<file path="src/rtl/seven_seg_scanner_if.sv">
// ---------------------------------------------------------------------------
// seven_seg_scanner_if
//
// Purpose:
//   Groups the display-side signals of seven_seg_scanner into one bundle.
//   It has two sides. The producer side supplies the packed hex word, the
//   decimal points, the digit enables, leading-zero blanking and brightness.
//   The scanner side returns the multiplexed cathode/anode drive, the digit
//   index and a frame marker.
//
// Signals:
//   val_in          4*NUM_DIGITS  hex nibbles, nibble i -> digit i (digit 0 rightmost)
//   dp_in           NUM_DIGITS    1 = light decimal point of digit i
//   digit_en_in     NUM_DIGITS    1 = digit i may be lit
//   lz_blank_in     1             1 = blank leading-zero digits
//   brightness_in   DIM_BITS      duty code, 0 dimmest, all-ones full
//   cat_out         7             cathodes {g,f,e,d,c,b,a}, active-low
//   dp_out          1             decimal point cathode, active-low
//   an_out          NUM_DIGITS    anodes, active-low, at most one low
//   digit_idx_out   IDX_W         digit currently occupying the slot
//   frame_done_out  1             one-cycle pulse at the end of the last slot
//
// Modports:
//   master  drives the inputs and observes the outputs (display owner / bench)
//   slave   the scanner itself
// ---------------------------------------------------------------------------
interface seven_seg_scanner_if #(
    parameter int NUM_DIGITS = 8,
    parameter int DIM_BITS   = 4
);

    localparam int IDX_W = (NUM_DIGITS > 1) ? $clog2(NUM_DIGITS) : 1;

    logic [4*NUM_DIGITS-1:0] val_in;
    logic [NUM_DIGITS-1:0]   dp_in;
    logic [NUM_DIGITS-1:0]   digit_en_in;
    logic                    lz_blank_in;
    logic [DIM_BITS-1:0]     brightness_in;

    logic [6:0]              cat_out;
    logic                    dp_out;
    logic [NUM_DIGITS-1:0]   an_out;
    logic [IDX_W-1:0]        digit_idx_out;
    logic                    frame_done_out;

    modport master (
        output val_in,
        output dp_in,
        output digit_en_in,
        output lz_blank_in,
        output brightness_in,
        input  cat_out,
        input  dp_out,
        input  an_out,
        input  digit_idx_out,
        input  frame_done_out
    );

    modport slave (
        input  val_in,
        input  dp_in,
        input  digit_en_in,
        input  lz_blank_in,
        input  brightness_in,
        output cat_out,
        output dp_out,
        output an_out,
        output digit_idx_out,
        output frame_done_out
    );

endinterface

</file>
<file path="src/rtl/seven_seg_scanner.sv">
// ---------------------------------------------------------------------------
// seven_seg_scanner
//
// Purpose:
//   Multiplexed driver for NUM_DIGITS common-anode seven-segment digits. Each
//   digit owns a slot of SCAN_PERIOD clocks. The first clock of every slot is
//   always dark, which acts as an anti-ghosting guard. After the guard, the
//   digit stays lit for a brightness-dependent number of clocks.
//
//   All display inputs are captured into shadow registers once per frame,
//   so a frame never shows a mix of old and new values. The capture happens
//   in the last cycle of the last slot, and also on the first clock after
//   reset is released.
//
//   Leading-zero blanking darkens every digit above the most significant
//   nonzero nibble. Digit 0 is never blanked, so an all-zero word still
//   shows a single "0".
//
// Ports:
//   clk_in   system clock
//   rst_in   asynchronous, active-high reset
//   bus      seven_seg_scanner_if.slave (inputs val/dp/en/lz/brightness,
//            outputs cat/dp/an/digit_idx/frame_done, all registered)
//
// Parameters:
//   NUM_DIGITS   digits scanned (1..16)
//   SCAN_PERIOD  clocks per digit slot (>= 4)
//   DIM_BITS     brightness code width
// ---------------------------------------------------------------------------
module seven_seg_scanner #(
    parameter int NUM_DIGITS  = 8,
    parameter int SCAN_PERIOD = 100_000,
    parameter int DIM_BITS    = 4
) (
    input logic                clk_in,
    input logic                rst_in,
    seven_seg_scanner_if.slave bus
);

    localparam int IDX_W  = (NUM_DIGITS > 1) ? $clog2(NUM_DIGITS) : 1;
    localparam int TICK_W = $clog2(SCAN_PERIOD);
    localparam int ON_W   = TICK_W + DIM_BITS + 1;

    localparam logic [TICK_W-1:0] TICK_LAST  = TICK_W'(SCAN_PERIOD - 1);
    localparam logic [IDX_W-1:0]  DIGIT_LAST = IDX_W'(NUM_DIGITS - 1);

    // Hex font, segment order {g,f,e,d,c,b,a}, active-high here.
    function automatic logic [6:0] segFont(input logic [3:0] nibble);
        logic [6:0] seg;
        case (nibble)
            4'h0: seg = 7'b011_1111;
            4'h1: seg = 7'b000_0110;
            4'h2: seg = 7'b101_1011;
            4'h3: seg = 7'b100_1111;
            4'h4: seg = 7'b110_0110;
            4'h5: seg = 7'b110_1101;
            4'h6: seg = 7'b111_1101;
            4'h7: seg = 7'b000_0111;
            4'h8: seg = 7'b111_1111;
            4'h9: seg = 7'b110_1111;
            4'hA: seg = 7'b111_0111;
            4'hB: seg = 7'b111_1100;
            4'hC: seg = 7'b011_1001;
            4'hD: seg = 7'b101_1110;
            4'hE: seg = 7'b111_1001;
            default: seg = 7'b111_0001;
        endcase
        return seg;
    endfunction

    // Scan counters
    logic [TICK_W-1:0]       tick_q, tick_d;
    logic [IDX_W-1:0]        digit_q, digit_d;
    logic                    slotEnd;
    logic                    frameEnd;

    // Frame shadow state
    logic                    loadPending_q;
    logic                    loadShadow;
    logic [4*NUM_DIGITS-1:0] shVal_q;
    logic [NUM_DIGITS-1:0]   shDp_q;
    logic [NUM_DIGITS-1:0]   shEn_q;
    logic [NUM_DIGITS-1:0]   shBlank_q, shBlank_d;
    logic [ON_W-1:0]         onCycles_q, onCycles_d;
    logic [ON_W-1:0]         onProduct;
    logic [IDX_W-1:0]        highNonZero;

    // Output registers and their next values
    logic [NUM_DIGITS-1:0]   an_q, an_d;
    logic [6:0]              cat_q, cat_d;
    logic                    dpOut_q, dpOut_d;
    logic [IDX_W-1:0]        idx_q;
    logic                    frameDone_q;
    logic [3:0]              nibble;
    logic                    lit;

    // Slot/frame counters. The digit counter advances only when a slot ends.
    // It wraps explicitly at NUM_DIGITS-1, so unused codes are never reached
    // when NUM_DIGITS is not a power of two.
    always_comb begin
        slotEnd  = (tick_q == TICK_LAST);
        frameEnd = slotEnd && (digit_q == DIGIT_LAST);
        tick_d   = slotEnd ? '0 : tick_q + 1'b1;
        digit_d  = digit_q;
        if (slotEnd) begin
            digit_d = (digit_q == DIGIT_LAST) ? '0 : digit_q + 1'b1;
        end
        loadShadow = frameEnd || loadPending_q;
    end

    // Values captured into the shadow registers.
    // The lit length is (brightness+1)*SCAN_PERIOD / 2**DIM_BITS. ON_W has one
    // spare bit, so this product cannot overflow. The blank mask covers every
    // digit above the highest nonzero nibble; for an all-zero word that is
    // every digit except digit 0.
    always_comb begin
        onProduct  = (ON_W'(bus.brightness_in) + ON_W'(1)) * ON_W'(SCAN_PERIOD);
        onCycles_d = onProduct >> DIM_BITS;

        highNonZero = '0;
        for (int i = 0; i < NUM_DIGITS; i++) begin
            if (bus.val_in[4*i +: 4] != 4'h0) begin
                highNonZero = IDX_W'(i);
            end
        end

        shBlank_d = '0;
        for (int i = 0; i < NUM_DIGITS; i++) begin
            shBlank_d[i] = bus.lz_blank_in && (IDX_W'(i) > highNonZero);
        end
    end

    // Drive for the current counter position, built only from shadow state.
    // Tick 0 is never lit, even at full brightness.
    always_comb begin
        nibble = shVal_q[4*int'(digit_q) +: 4];
        lit    = shEn_q[digit_q] && !shBlank_q[digit_q] &&
                 (tick_q != '0) && (ON_W'(tick_q) < onCycles_q);

        an_d    = '1;
        cat_d   = 7'h7F;
        dpOut_d = 1'b1;
        if (lit) begin
            an_d    = ~(NUM_DIGITS'(1) << digit_q);
            cat_d   = ~segFont(nibble);
            dpOut_d = ~shDp_q[digit_q];
        end
    end

    // Sequential state. The output registers use the async reset, so
    // asserting reset mid-slot darkens the display at once without
    // waiting for a clock.
    always_ff @(posedge clk_in or posedge rst_in) begin
        if (rst_in) begin
            tick_q        <= '0;
            digit_q       <= '0;
            loadPending_q <= 1'b1;
            shVal_q       <= '0;
            shDp_q        <= '0;
            shEn_q        <= '0;
            shBlank_q     <= '0;
            onCycles_q    <= '0;
            an_q          <= '1;
            cat_q         <= 7'h7F;
            dpOut_q       <= 1'b1;
            idx_q         <= '0;
            frameDone_q   <= 1'b0;
        end else begin
            tick_q        <= tick_d;
            digit_q       <= digit_d;
            loadPending_q <= 1'b0;
            if (loadShadow) begin
                shVal_q    <= bus.val_in;
                shDp_q     <= bus.dp_in;
                shEn_q     <= bus.digit_en_in;
                shBlank_q  <= shBlank_d;
                onCycles_q <= onCycles_d;
            end
            an_q        <= an_d;
            cat_q       <= cat_d;
            dpOut_q     <= dpOut_d;
            idx_q       <= digit_q;
            frameDone_q <= frameEnd;
        end
    end

    assign bus.an_out         = an_q;
    assign bus.cat_out        = cat_q;
    assign bus.dp_out         = dpOut_q;
    assign bus.digit_idx_out  = idx_q;
    assign bus.frame_done_out = frameDone_q;

endmodule

</file>
<file path="src/flat_wrapper.sv">
// flat-port wrapper written by rule: the top's interface ports become plain ports
module seven_seg_scanner_flat 
#(
    parameter int NUM_DIGITS  = 8,
    parameter int SCAN_PERIOD = 100_000,
    parameter int DIM_BITS    = 4
)
  (clk_in, rst_in, bus_val_in, bus_dp_in, bus_digit_en_in, bus_lz_blank_in, bus_brightness_in, bus_cat_out, bus_dp_out, bus_an_out, bus_digit_idx_out, bus_frame_done_out);
  seven_seg_scanner_if #(.NUM_DIGITS(NUM_DIGITS), .DIM_BITS(DIM_BITS)) bus_i ();
  input logic clk_in;
  input logic rst_in;
  input wire logic [$bits(bus_i.val_in)-1:0] bus_val_in;
  input wire logic [$bits(bus_i.dp_in)-1:0] bus_dp_in;
  input wire logic [$bits(bus_i.digit_en_in)-1:0] bus_digit_en_in;
  input wire logic [$bits(bus_i.lz_blank_in)-1:0] bus_lz_blank_in;
  input wire logic [$bits(bus_i.brightness_in)-1:0] bus_brightness_in;
  output wire logic [$bits(bus_i.cat_out)-1:0] bus_cat_out;
  output wire logic [$bits(bus_i.dp_out)-1:0] bus_dp_out;
  output wire logic [$bits(bus_i.an_out)-1:0] bus_an_out;
  output wire logic [$bits(bus_i.digit_idx_out)-1:0] bus_digit_idx_out;
  output wire logic [$bits(bus_i.frame_done_out)-1:0] bus_frame_done_out;
  assign bus_i.val_in = bus_val_in;
  assign bus_i.dp_in = bus_dp_in;
  assign bus_i.digit_en_in = bus_digit_en_in;
  assign bus_i.lz_blank_in = bus_lz_blank_in;
  assign bus_i.brightness_in = bus_brightness_in;
  assign bus_cat_out = bus_i.cat_out;
  assign bus_dp_out = bus_i.dp_out;
  assign bus_an_out = bus_i.an_out;
  assign bus_digit_idx_out = bus_i.digit_idx_out;
  assign bus_frame_done_out = bus_i.frame_done_out;
  seven_seg_scanner #(.NUM_DIGITS(NUM_DIGITS), .SCAN_PERIOD(SCAN_PERIOD), .DIM_BITS(DIM_BITS)) u_core (.clk_in(clk_in), .rst_in(rst_in), .bus(bus_i));
endmodule
</file>
<file path="config.mk">
export PLATFORM = sky130hd
export DESIGN_NAME = seven_seg_scanner_flat
export DESIGN_NICKNAME = d
export VERILOG_FILES = /design/src/rtl/seven_seg_scanner_if.sv /design/src/rtl/seven_seg_scanner.sv /design/src/flat_wrapper.sv
export SDC_FILE = /design/constraint.sdc
export NUM_CORES = 1
export LEC_CHECK = 0
export CAP_MARGIN = 10
export CORE_ASPECT_RATIO = 0.9
export CORE_MARGIN = 1
export CORE_UTILIZATION = 30
export DETAILED_ROUTE_END_ITERATION = 8
export HOLD_SLACK_MARGIN = 0.02
export MAX_ROUTING_LAYER = met4
export PLACE_DENSITY = 0.6
export SETUP_SLACK_MARGIN = 0.1
export SLEW_MARGIN = 20
export SYNTH_ARGS = -nofsm -noshare
export SYNTH_HDL_FRONTEND = slang
export SYNTH_SLANG_ARGS = --single-unit
</file>
<file path="constraint.sdc">
create_clock -name clk_in -period 7.65 [get_ports clk_in]
set_input_delay 1.53 -clock clk_in [delete_from_list [all_inputs] [get_ports clk_in]]
set_output_delay 1.53 -clock clk_in [all_outputs]
set_load 0.02 [all_outputs]
</file>
* Yosys cells after proc, flatten, opt, wreduce, memory -nomap -nowiden
Memory sizes are Yosys's and may differ from the RTL's.
Cells that the tools add are included.
** Word-level totals
- Logic and storage cells :: 76
- Register bits :: 114
- ROM bits :: 112
- Output and inout port bits :: 20
- Memories :: 1
- Input port bits :: 55
** Memories
- (name not given) :: words 16, bits a word 7, read ports 1, clocked after memory_dff 0, wr ports 0, RTL line seven_seg_scanner.sv:50 : case (nibble)
** Cells by class
- $mul :: 1
- Bitwise gates (word level) :: 3
- Eq/ne operators :: 2
- Shifts and indexed selects :: 2
- Magnitude comparators :: 10
- Multiplexer cells :: 19
- Reductions and logical operators :: 22
- Add/sub/neg operators :: 3
** Operator list (number)
- variable part select 32 x 6 -> 4 bit :: 1
- nonzero test 4 bit :: 7
- multiplier 22 x 12 -> 17 bit, second input constant :: 1
- less-than comparator 17 x 18 -> 1 bit :: 1
- adder 17 x 1 -> 17 bit, second input constant :: 1
- == test 17 bit, second input constant :: 1
- two-way mux 17 bit :: 1
- nonzero test 17 bit :: 1
- two-way mux 3 bit :: 5
- two-way mux 7 bit :: 2
- greater-than comparator 3 bit, first input constant :: 4
- logical AND 1 bit :: 12
- binary-select mux 1 bit (select 3 bit) :: 3
- two-way mux 8 bit :: 1
- inverter 8 bit :: 1
- << shifter 1 x 3 -> 8 bit, first input constant :: 1
- inverter 7 bit :: 1
- greater-than comparator 1 x 3 -> 1 bit, first input constant :: 2
- greater-than comparator 2 x 3 -> 1 bit, first input constant :: 2
- adder 4 x 1 -> 5 bit, second input constant :: 1
- two-way mux 1 bit :: 5
- less-than comparator 3 x 4 -> 1 bit, second input constant :: 1
- two-way mux 2 bit :: 2
- adder 3 x 1 -> 3 bit, second input constant :: 1
- 4 further kinds :: 4

* Depth between registers and ports, before layout
Gate-level depths: netlist of the first run.
- Depth after elaboration :: 10
- Gate-level depth with buffers :: 15
- Gate-level depth less buffers :: 14

* Least setup slack after synthesis of the first run
No wires, ideal clock.
- Kind :: input to register
- From :: input bus_brightness_in[0]
- To :: register u_core.onCycles_q[16]
- Path slack :: 3240 ps
- Cell stages on the path :: 13
- Setup time :: 135 ps
- Data required time :: 7515 ps
- Buffers on the path :: 0
- Arrival :: 4275 ps
- Cell sequence :: ha_1 xor2_1 ha_1 xor2_1 ha_1 ha_1 ha_1 a211oi_1 o21ai_0 a41o_1 a31oi_1 xor2_1 o21ai_0
** On the way
- Word-level cells in the longest chain between the ends :: 2
** RTL lines
- start, declared :: RTL line flat_wrapper.sv:16 : input wire logic [$bits(bus_i.brightness_in)-1:0] bus_brightness_in;
- adder 4 x 1 -> 5 bit :: RTL line seven_seg_scanner.sv:117 : onProduct = (ON_W'(bus.brightness_in) + ON_W'(1)) * ON_W'(SCAN_PERIOD);
- multiplier 22 x 12 -> 17 bit :: RTL line seven_seg_scanner.sv:117
- end signal, assigned :: RTL line seven_seg_scanner.sv:177 : onCycles_q <= onCycles_d;
- end, declared :: RTL line seven_seg_scanner.sv:84 : logic [ON_W-1:0] onCycles_q, onCycles_d;
No other way between the ends.
A chain may end at the register's enable or synchronous reset.

* Worst setup path in the final report of the first run
Same ends and word-level chain as after synthesis.

==> impl_table.tex, run 1 <==
\begin{tabular}{lr}
\hline
Metric & Value \\
\hline
\multicolumn{2}{l}{\textbf{Clocking}} \\
\quad Post-CTS Repair Setup Buffers & 0 \\
\quad H-tree levels & 4 \\
\quad TritonCTS clock tree & built \\
\quad Clk root buf & sky130\_fd\_sc\_hd\_\_clkbuf\_16 \\
\quad Clock latency on the worst-skew pair & 0.42 ns \\
\quad Clock buffers created by TritonCTS & 17 \\
\quad Maximum clock insertion buffer count & 2 \\
\quad Clock transition at the registers of the reported paths & about 0.06 ns \\
\quad Count of cells resized by post-cts repair & 0 \\
\quad Number of clock sinks & 114 \\
\quad Hold bufs inserted after CTS & 0 \\
\multicolumn{2}{l}{\textbf{Yosys}} \\
\quad Main synth FF type & sky130\_fd\_sc\_hd\_\_dfrtp\_1 \\
\quad Dominant cell type by area after synthesis & sky130\_fd\_sc\_hd\_\_dfrtp\_1 \\
\quad Xor/xnor cell area share of the yosys netlist & 4.35\% \\
\quad Fraction of post-synthesis cell area in the top cell type by area & 38.9\% \\
\quad Fraction of registers with async set/reset & 100\% \\
\quad Share of cell area taken by muxes after synthesis & roughly 4.1\% \\
\quad Count of synthesis-stage warnings from yosys & 0 \\
\quad Flip-flop and latch count after synthesis & between 100 and 150 \\
\quad Most frequent cell after synthesis & sky130\_fd\_sc\_hd\_\_nand2\_1 \\
\quad Proportion of synthesized chip area in sequential cells & 46.0\% \\
\quad Cells taking the most area after synthesis & sky130\_fd\_sc\_hd\_\_dfrtp\_1, sky130\_fd\_sc\_hd\_\_ha\_1, sky130\_fd\_sc\_hd\_\_nand2\_1 \\
\quad Mean instance size in the synthesized netlist & approximately 9.4 um2 \\
\quad Post-Synthesis Cells & 666 \\
\quad Summed instance area of the synthesized netlist & around 6200 um2 \\
\quad List of most frequent post-synthesis cells & sky130\_fd\_sc\_hd\_\_nand2\_1, sky130\_fd\_sc\_hd\_\_dfrtp\_1, sky130\_fd\_sc\_hd\_\_ha\_1 \\
\quad Adder and majority cell fraction of the synthesized area & 12.1\% \\
\quad Count of flip-flops with a built-in enable after synthesis & 0 \\
\quad Compound-Gate Fraction of Synth Area & around 8.4\% \\
\quad Number of distinct library cells after synthesis & 54 \\
\quad Largest family of logic cells by synthesized area & simple AND/OR/NAND/NOR gates \\
\quad Simple-gate share of the synthesized area & a little over a fifth \\
\multicolumn{2}{l}{\textbf{Timing}} \\
\quad Total negative slack & 0 ns \\
\quad Final slew viol count & 0 \\
\quad Normalized max-slew margin & 38.8\% \\
\quad Endpoints failing hold & 0 \\
\quad Least-Margin Pin Slew & 0.917 ns \\
\quad Post-route fraction of the period consumed by the critical path & 66.4\% \\
\quad Unrepaired setup endpoints after global routing & no \\
\quad Max Clk Rate & 197 MHz \\
\quad Worst clock skew & 0.0116 ns \\
\quad Final Setup Violations & 0 \\
\quad Final critical path time including I/O delays and setup & 5.08 ns \\
\multicolumn{2}{l}{\textbf{Setup path}} \\
\quad Launching element of the worst setup path & bus\_brightness\_in[0] \\
\quad Startpoint of the lowest-slack register-to-register path & u\_core.digit\_q[1] \\
\quad Maximum fanout encountered on the critical timing path & 6 \\
\quad Startpoint Class & input pin \\
\quad CP Class & in2reg \\
\quad Critical Path Sink Type & flip-flop \\
\quad Critical Path RT & approximately 7.9 ns \\
\quad Worst EP arrival & 5.34 ns \\
\multicolumn{2}{l}{\textbf{Global route}} \\
\quad Via count of the first global-routing pass & 4746 \\
\quad Global-route usage over all layers & 14.7\% \\
\quad Pin count of the biggest net entering global routing & 77 \\
\quad Initial antenna violation count & 0 \\
\quad First-pass GRT wire length & roughly 24 mm \\
\quad Remaining global-route overflow & 0 \\
\multicolumn{2}{l}{\textbf{Drt}} \\
\quad Avg Vias per Cell & $\sim$4.7 \\
\quad Number of DRC markers after the initial detailed-route iteration & 261 \\
\quad Routed vias & 4754 \\
\quad ANT nets after route & 0 \\
\quad First-pass iteration count of the detailed router & 4 \\
\quad Final routed DRC violation total & 0 \\
\quad Routed Wire Length & 14.2 mm \\
\quad WL per Instance & 14.1 um \\
\multicolumn{2}{l}{\textbf{Placement}} \\
\quad Number of placed cells counting well taps & 976 \\
\quad Number of input and output port buffers inserted & 74 \\
\quad Detailed-placement wirelength estimate & a little over 10 mm \\
\quad Gp weighted congestion & 0.827 \\
\multicolumn{2}{l}{\textbf{Die}} \\
\quad Core area & 20200 um2 \\
\quad Horizontal die dimension & 154 um \\
\quad Top-level port count & 75 \\
\quad Die Area & 21400 um2 \\
\quad Die height & 139 um \\
\quad Effective utilization at floorplan & slightly above 30\% \\
\quad Num rows & 49 \\
\multicolumn{2}{l}{\textbf{Worst hold path}} \\
\quad Origin of the worst min-delay path & u\_core.shEn\_q[1] \\
\quad Hold/Removal Path Class & reg2reg \\
\multicolumn{2}{l}{\textbf{Layout}} \\
\quad Non-filler instance count after layout & 1007 \\
\quad Final net count & about 860 \\
\quad Relative area change from synthesis to final layout & 25.4\% \\
\quad Area occupied by multi-input gates & 3130 um2 \\
\quad Fraction of layout cells with a size suffix above 1 & approximately a tenth \\
\quad Area taken by flip-flops and latches & 2870 um2 \\
\quad Count of antenna diodes in the layout & 0 \\
\quad Filler cell count in the final layout & 1998 \\
\multicolumn{2}{l}{\textbf{Run}} \\
\quad Total of max-cap violations & 0 \\
\multicolumn{2}{l}{\textbf{Pwr}} \\
\quad Power per Cell Area & 223 nW/um2 \\
\quad Max rail drop VDD & 0.000116 V \\
\quad Reported leakage power & 3.70 nW \\
\multicolumn{2}{l}{\textbf{Status}} \\
\quad Result of the run & finished clean \\
\hline
\end{tabular}
==> report_power, final <==
group	switching [mW]	total, mW	internal [mW]	leakage, nW
combinational	0.171	0.307	0.135	2.02
sequential	0.0232	0.683	0.660	1.40
clock	0.271	0.755	0.485	0.288
total	0.465	1.75	1.28	3.70
==> stage by stage <==
step	cell area, um2	hold slack (ns)	util (%)	setup WS, ns	power (mW)
after global placement	7260	0.443	36.0	2.32	0.996
after floorplan	6250	0.375	-	3.13	0.900
after global routing	7830	0.481	38.8	2.22	1.84
final	7830	0.460	38.8	2.57	1.75
after CTS	7830	0.465	38.8	2.61	1.77
after detailed placement	7260	0.452	36.0	2.20	1.00
==> state kept, by name, indices dropped and copies added (netlist names), 7 cells and up <==
name	count
u_core.shVal_q	32
u_core.onCycles_q	17
u_core.bus.an_out	8
u_core.tick_q	17
u_core.shDp_q	8
u_core.shEn_q	8
u_core.shBlank_q	8
u_core.bus.cat_out	7
==> placed cells by master, fill, tap and decap left out, types with 3 or more instances in the layout <==
| cell type | count |
|---|---|
| sky130_fd_sc_hd__nand2_1 | 190 |
| sky130_fd_sc_hd__dfrtp_1 | 97 |
| sky130_fd_sc_hd__clkdlybuf4s50_1 | 74 |
| sky130_fd_sc_hd__ha_1 | 59 |
| sky130_fd_sc_hd__inv_1 | 37 |
| sky130_fd_sc_hd__nor2_1 | 32 |
| sky130_fd_sc_hd__o21ai_0 | 28 |
| sky130_fd_sc_hd__nand3_1 | 23 |
| sky130_fd_sc_hd__a21oi_1 | 22 |
| sky130_fd_sc_hd__xor2_1 | 18 |
| sky130_fd_sc_hd__clkbuf_16 | 17 |
| sky130_fd_sc_hd__dfstp_2 | 17 |
| sky130_fd_sc_hd__xnor2_1 | 13 |
| sky130_fd_sc_hd__nor3_1 | 10 |
| sky130_fd_sc_hd__mux4_2 | 10 |
| sky130_fd_sc_hd__nor4_1 | 7 |
| sky130_fd_sc_hd__a21o_1 | 7 |
| sky130_fd_sc_hd__nand4_1 | 5 |
| sky130_fd_sc_hd__clkinv_2 | 5 |
| sky130_fd_sc_hd__clkbuf_8 | 5 |
| sky130_fd_sc_hd__buf_4 | 5 |
| sky130_fd_sc_hd__nand2b_1 | 4 |
| sky130_fd_sc_hd__nor2b_1 | 4 |
| sky130_fd_sc_hd__a211oi_1 | 3 |
| sky130_fd_sc_hd__and3_1 | 3 |
| sky130_fd_sc_hd__or4_1 | 3 |
| sky130_fd_sc_hd__mux2i_1 | 3 |
| sky130_fd_sc_hd__and4_1 | 3 |
==> cell families (layout without fill, tap and decap cells) <==
kind of cell	after synthesis	after routing
fa+ha+maj	60	60
compound gates	85	85
buf+inv	65	150
simple gates	297	297
mux	13	13
other cells	1	2
flops	114	114
xor+xnor	31	31
==> layer usage <==
layer	track usage [%]	share of wire, %	up-vias
met3	2.91	3.3	16
met4	6.11	1.7	0
li1	-	-	2405
met5	-	0	-
met2	20.8	44	86
met1	20.4	51	2247
==> cell type report <==
type                       instances  share of cell area [%]
clock inverter                     9                    1.02
tap                              255                    4.07
sequential                       114                    36.7
clock buffer                      22                    6.31
timing repair buffer              79                    9.94
inverter                          40                    1.95
multi-input combinational        488                    40.0
==> worst max-delay path: stages <==
cell and delay, ns:
sky130_fd_sc_hd__clkdlybuf4s50_1 0.64, sky130_fd_sc_hd__ha_1 0.24, sky130_fd_sc_hd__xor2_1 0.32, sky130_fd_sc_hd__ha_1 0.26, sky130_fd_sc_hd__xor2_1 0.15, sky130_fd_sc_hd__ha_1 0.24
sky130_fd_sc_hd__ha_1 0.29, sky130_fd_sc_hd__ha_1 0.37, sky130_fd_sc_hd__a211oi_1 0.33, sky130_fd_sc_hd__o21ai_0 0.21, sky130_fd_sc_hd__a41o_1 0.31, sky130_fd_sc_hd__a31oi_1 0.21
sky130_fd_sc_hd__xor2_1 0.15, sky130_fd_sc_hd__o21ai_0 0.09
==> final timing paths <==
check                                       endpoint  slack (ns)  cells past startpoint
setup / recovery               u_core.onCycles_q[16]        2.57                     14
hold / removal                      u_core.shEn_q[1]        0.46                      2
setup reg to reg               u_core.bus.cat_out[6]        4.63                      7
hold reg to reg                     u_core.shEn_q[1]        0.46                      2
max in group asynchronous          u_core.digit_q[2]        4.82                      3
min in group asynchronous  u_core.bus.frame_done_out        1.57                      2
Note: power is estimated with default switching activity, not from simulation.
==> inputs of run 2 (changes only) <==
PLACE_DENSITY = 0.62   (was 0.6)
clock period = 4.4 ns   (was 7.65 ns; I/O delays follow)
==> impl_table.tex, run 2 (synthesis gave the netlist of run 1 again) <==
\begin{tabular}{lr}
\hline
Metric & Value \\
\hline
\multicolumn{2}{l}{\textbf{Timing}} \\
\quad Post-route fraction of the period consumed by the critical path & between 90 and 100\% \\
\quad Max Clk Rate & between 200 and 250 MHz \\
\quad Final Setup Violations & 0 (unchanged) \\
\quad Total negative slack & 0 ns (unchanged) \\
\quad Final critical path time including I/O delays and setup & 4.02 ns \\
\quad Endpoints failing hold & 0 (unchanged) \\
\quad Least-Margin Pin Slew & 0.869 ns (was 0.917 ns) \\
\quad Worst clock skew & 0.0183 ns (was 0.0116 ns) \\
\quad Unrepaired setup endpoints after global routing & no (unchanged) \\
\quad Normalized max-slew margin & 40.4\% (was 38.8\%) \\
\quad Final slew viol count & 0 (unchanged) \\
\multicolumn{2}{l}{\textbf{Global route}} \\
\quad Pin count of the biggest net entering global routing & 70 (was 77) \\
\quad Remaining global-route overflow & 0 (unchanged) \\
\quad Global-route usage over all layers & 14.5\% (was 14.7\%) \\
\quad Via count of the first global-routing pass & 4742 (was 4746) \\
\quad First-pass GRT wire length & 23.9 mm (was 23.8 mm) \\
\quad Initial antenna violation count & 0 (unchanged) \\
\multicolumn{2}{l}{\textbf{Layout}} \\
\quad Largest regs & u\_core.shVal\_q x32, u\_core.onCycles\_q x17, u\_core.tick\_q x17 (unchanged) \\
\quad Count of antenna diodes in the layout & 0 (unchanged) \\
\quad Top library cells by usage in the layout, fill and taps aside & sky130\_fd\_sc\_hd\_\_nand2\_1, sky130\_fd\_sc\_hd\_\_dfrtp\_1, sky130\_fd\_sc\_hd\_\_clkdlybuf4s50\_1, sky130\_fd\_sc\_hd\_\_ha\_1, sky130\_fd\_sc\_hd\_\_inv\_1 (unchanged) \\
\quad Register with the most flip-flops & u\_core.shVal\_q (unchanged) \\
\quad Fraction of layout cells with a size suffix above 1 & 10.6\% (was 9.57\%) \\
\quad Leading cell type in the layout, fill and taps excluded & sky130\_fd\_sc\_hd\_\_nand2\_1 (unchanged) \\
\quad Final net count & 865 (was 855) \\
\quad Post-layout utilization of the core & 39.3\% (was 38.8\%) \\
\quad Relative area change from synthesis to final layout & 27.1\% (was 25.4\%) \\
\quad Max FFs per register & 32 (unchanged) \\
\quad Filler cell count in the final layout & 1950 (was 1998) \\
\multicolumn{2}{l}{\textbf{Clocking}} \\
\quad Maximum clock insertion buffer count & 2 (unchanged) \\
\quad Hold bufs inserted after CTS & 0 (unchanged) \\
\quad Clk root buf & sky130\_fd\_sc\_hd\_\_clkbuf\_16 (unchanged) \\
\quad Number of clock sinks & 114 (unchanged) \\
\quad Clock latency on the worst-skew pair & 0.42 ns (about the same) \\
\quad Clock transition at the registers of the reported paths & 0.05 ns (was 0.06 ns) \\
\quad Clock buffers created by TritonCTS & 17 (unchanged) \\
\quad Count of cells resized by post-cts repair & 0 (unchanged) \\
\quad H-tree levels & 4 (unchanged) \\
\quad Post-CTS Repair Setup Buffers & 0 (unchanged) \\
\quad TritonCTS clock tree & built (unchanged) \\
\multicolumn{2}{l}{\textbf{Drt}} \\
\quad Routed Wire Length & 14.2 mm (about the same) \\
\quad WL per Instance & 14.0 um (was 14.1 um) \\
\quad Number of DRC markers after the initial detailed-route iteration & 290 (was 261) \\
\quad Routed vias & 4818 (was 4754) \\
\quad ANT nets after route & 0 (unchanged) \\
\quad Final routed DRC violation total & 0 (unchanged) \\
\quad Avg Vias per Cell & 4.74 (was 4.72) \\
\quad First-pass iteration count of the detailed router & 4 (unchanged) \\
\multicolumn{2}{l}{\textbf{Setup path}} \\
\quad Family with the most delay on the worst path & adder cells (unchanged) \\
\quad Slowest cell delay on critical path & 0.55 ns (was 0.64 ns) \\
\quad Reg-to-reg critical path endpoint & u\_core.bus.cat\_out[2] (was u\_core.bus.cat\_out[6]) \\
\quad Critical Path Sink Type & flip-flop (unchanged) \\
\quad Worst EP arrival & 4.29 ns (was 5.34 ns) \\
\quad Sum of buffers and inverters on the critical path & 1 (unchanged) \\
\quad Instance count on the critical path & 14 (unchanged) \\
\quad Most used cell, CP & sky130\_fd\_sc\_hd\_\_ha\_1 (unchanged) \\
\quad Critical Path RT & 4.67 ns (was 7.91 ns) \\
\quad Launching element of the worst setup path & bus\_brightness\_in[1] (was bus\_brightness\_in[0]) \\
\quad CP Class & in2reg (unchanged) \\
\quad Startpoint of the lowest-slack register-to-register path & u\_core.digit\_q[2] (was u\_core.digit\_q[1]) \\
\quad Reg2reg setup slack & 1.18 ns (was 4.63 ns) \\
\quad Maximum fanout encountered on the critical timing path & 4 (was 6) \\
\quad Worst Reg2Reg Path Length in Cells & 6 (was 7) \\
\quad Slowest stage cell on the critical path & sky130\_fd\_sc\_hd\_\_clkdlybuf4s50\_1 (unchanged) \\
\quad Termination of the worst setup path & u\_core.onCycles\_q[16] (unchanged) \\
\quad Startpoint Class & input pin (unchanged) \\
\quad CP Cell Sequence & clkdlybuf4s50\_1 > ha\_1 > xor2\_1 > ha\_1 > xor2\_1 > ha\_1 > ha\_1 > ha\_1 > a211oi\_1 > o21ai\_0 > a41o\_1 > a31oi\_1 > xor2\_1 > o21ai\_0 (unchanged) \\
\multicolumn{2}{l}{\textbf{Die}} \\
\quad Num rows & 49 (unchanged) \\
\quad Die height & 139 um (unchanged) \\
\quad Effective utilization at floorplan & 30.9\% (unchanged) \\
\quad Core area & 20200 um2 (unchanged) \\
\quad Die Area & 21400 um2 (unchanged) \\
\quad Top-level port count & 75 (unchanged) \\
\quad Horizontal die dimension & 154 um (unchanged) \\
\multicolumn{2}{l}{\textbf{Pwr}} \\
\quad Reported leakage power & 3.75 nW (was 3.70 nW) \\
\quad Max rail drop VDD & 0.000242 V (was 0.000116 V) \\
\quad Power consumption & 3.07 mW (was 1.75 mW) \\
\quad Power per Cell Area & 387 nW/um2 (was 223 nW/um2) \\
\multicolumn{2}{l}{\textbf{Run}} \\
\quad Total of max-cap violations & 0 (unchanged) \\
\multicolumn{2}{l}{\textbf{Placement}} \\
\quad Number of input and output port buffers inserted & 74 (unchanged) \\
\quad Detailed-placement wirelength estimate & 10.4 mm (was 10.2 mm) \\
\quad Gp weighted congestion & 0.840 (was 0.827) \\
\multicolumn{2}{l}{\textbf{Status}} \\
\quad Result of the run & finished clean (unchanged) \\
\multicolumn{2}{l}{\textbf{Worst hold path}} \\
\quad Hold/Removal Path Class & reg2reg (unchanged) \\
\hline
\end{tabular}
run 2: layout make-up:
class / count / area (um2) / share of cell area [%]
Clock buffer: 20 / 457 / 5.76
Clock inverter: 11 / 113 / 1.42
Inverter: 40 / 153 / 1.92
Multi-Input combinational cell: 488 / 3130 / 39.5
Sequential cell: 114 / 2870 / 36.2
Tap cell: 255 / 319 / 4.02
Timing Repair Buffer: 89 / 886 / 11.2
run 2: worst min-delay path by stage:
| stage | startpoint | end | slack [ns] | depth (start not counted) |
|---|---|---|---|---|
| 2_1_floorplan | u_core.digit_q[2] | u_core.bus.digit_idx_out[2] | 0.37 | 0 |
| 3_3_place_gp | u_core.shVal_q[22] | u_core.shVal_q[22] | 0.45 | 2 |
| 3_5_place_dp | u_core.shDp_q[2] | u_core.shDp_q[2] | 0.45 | 2 |
| 4_1_cts | u_core.shDp_q[2] | u_core.shDp_q[2] | 0.46 | 2 |
| 5_1_grt | u_core.shVal_q[26] | u_core.shVal_q[26] | 0.49 | 2 |
| 6_report | u_core.shDp_q[2] | u_core.shDp_q[2] | 0.46 | 2 |
run 2: power breakdown:
part,internal [mW],switching [mW],leakage [nW]
Combinational,0.255,0.301,2.08
Sequential,1.15,0.0402,1.40
Clock,0.852,0.477,0.277
Total,2.25,0.819,3.75
run 2: worst reg2reg max path, cell delays in order, from the launching register on:
cell and delay (ns):
sky130_fd_sc_hd__dfrtp_1 0.88, sky130_fd_sc_hd__clkinv_1 0.55, sky130_fd_sc_hd__o311ai_0 0.29, sky130_fd_sc_hd__o22ai_1 0.18, sky130_fd_sc_hd__nor4_1 0.28, sky130_fd_sc_hd__and4_1 0.62
sky130_fd_sc_hd__o221ai_1 0.29
run 2: per-layer routing:
layer  share of wire [%]  GRT usage, %  up-vias
met2                  44          21.1       83
met3                 3.5          2.41        7
met4                0.73          5.21        0
met5                   0             -        -
li1                    -             -     2420
met1                  52          20.2     2308
run 2: per-stage QoR:
stage | cells | cell area [um2] | worst slack (ns) | hold slack (ns)
floorplan | 667 | 6250 | 0.532 | 0.375
global placement | 985 | 7340 | 0.0381 | 0.445
detailed placement | 985 | 7340 | -0.0352 | 0.451
CTS | 1016 | 7910 | 0.377 | 0.463
global route | 1017 | 7930 | 0.114 | 0.490
finish | 1017 | 7930 | 0.385 | 0.456
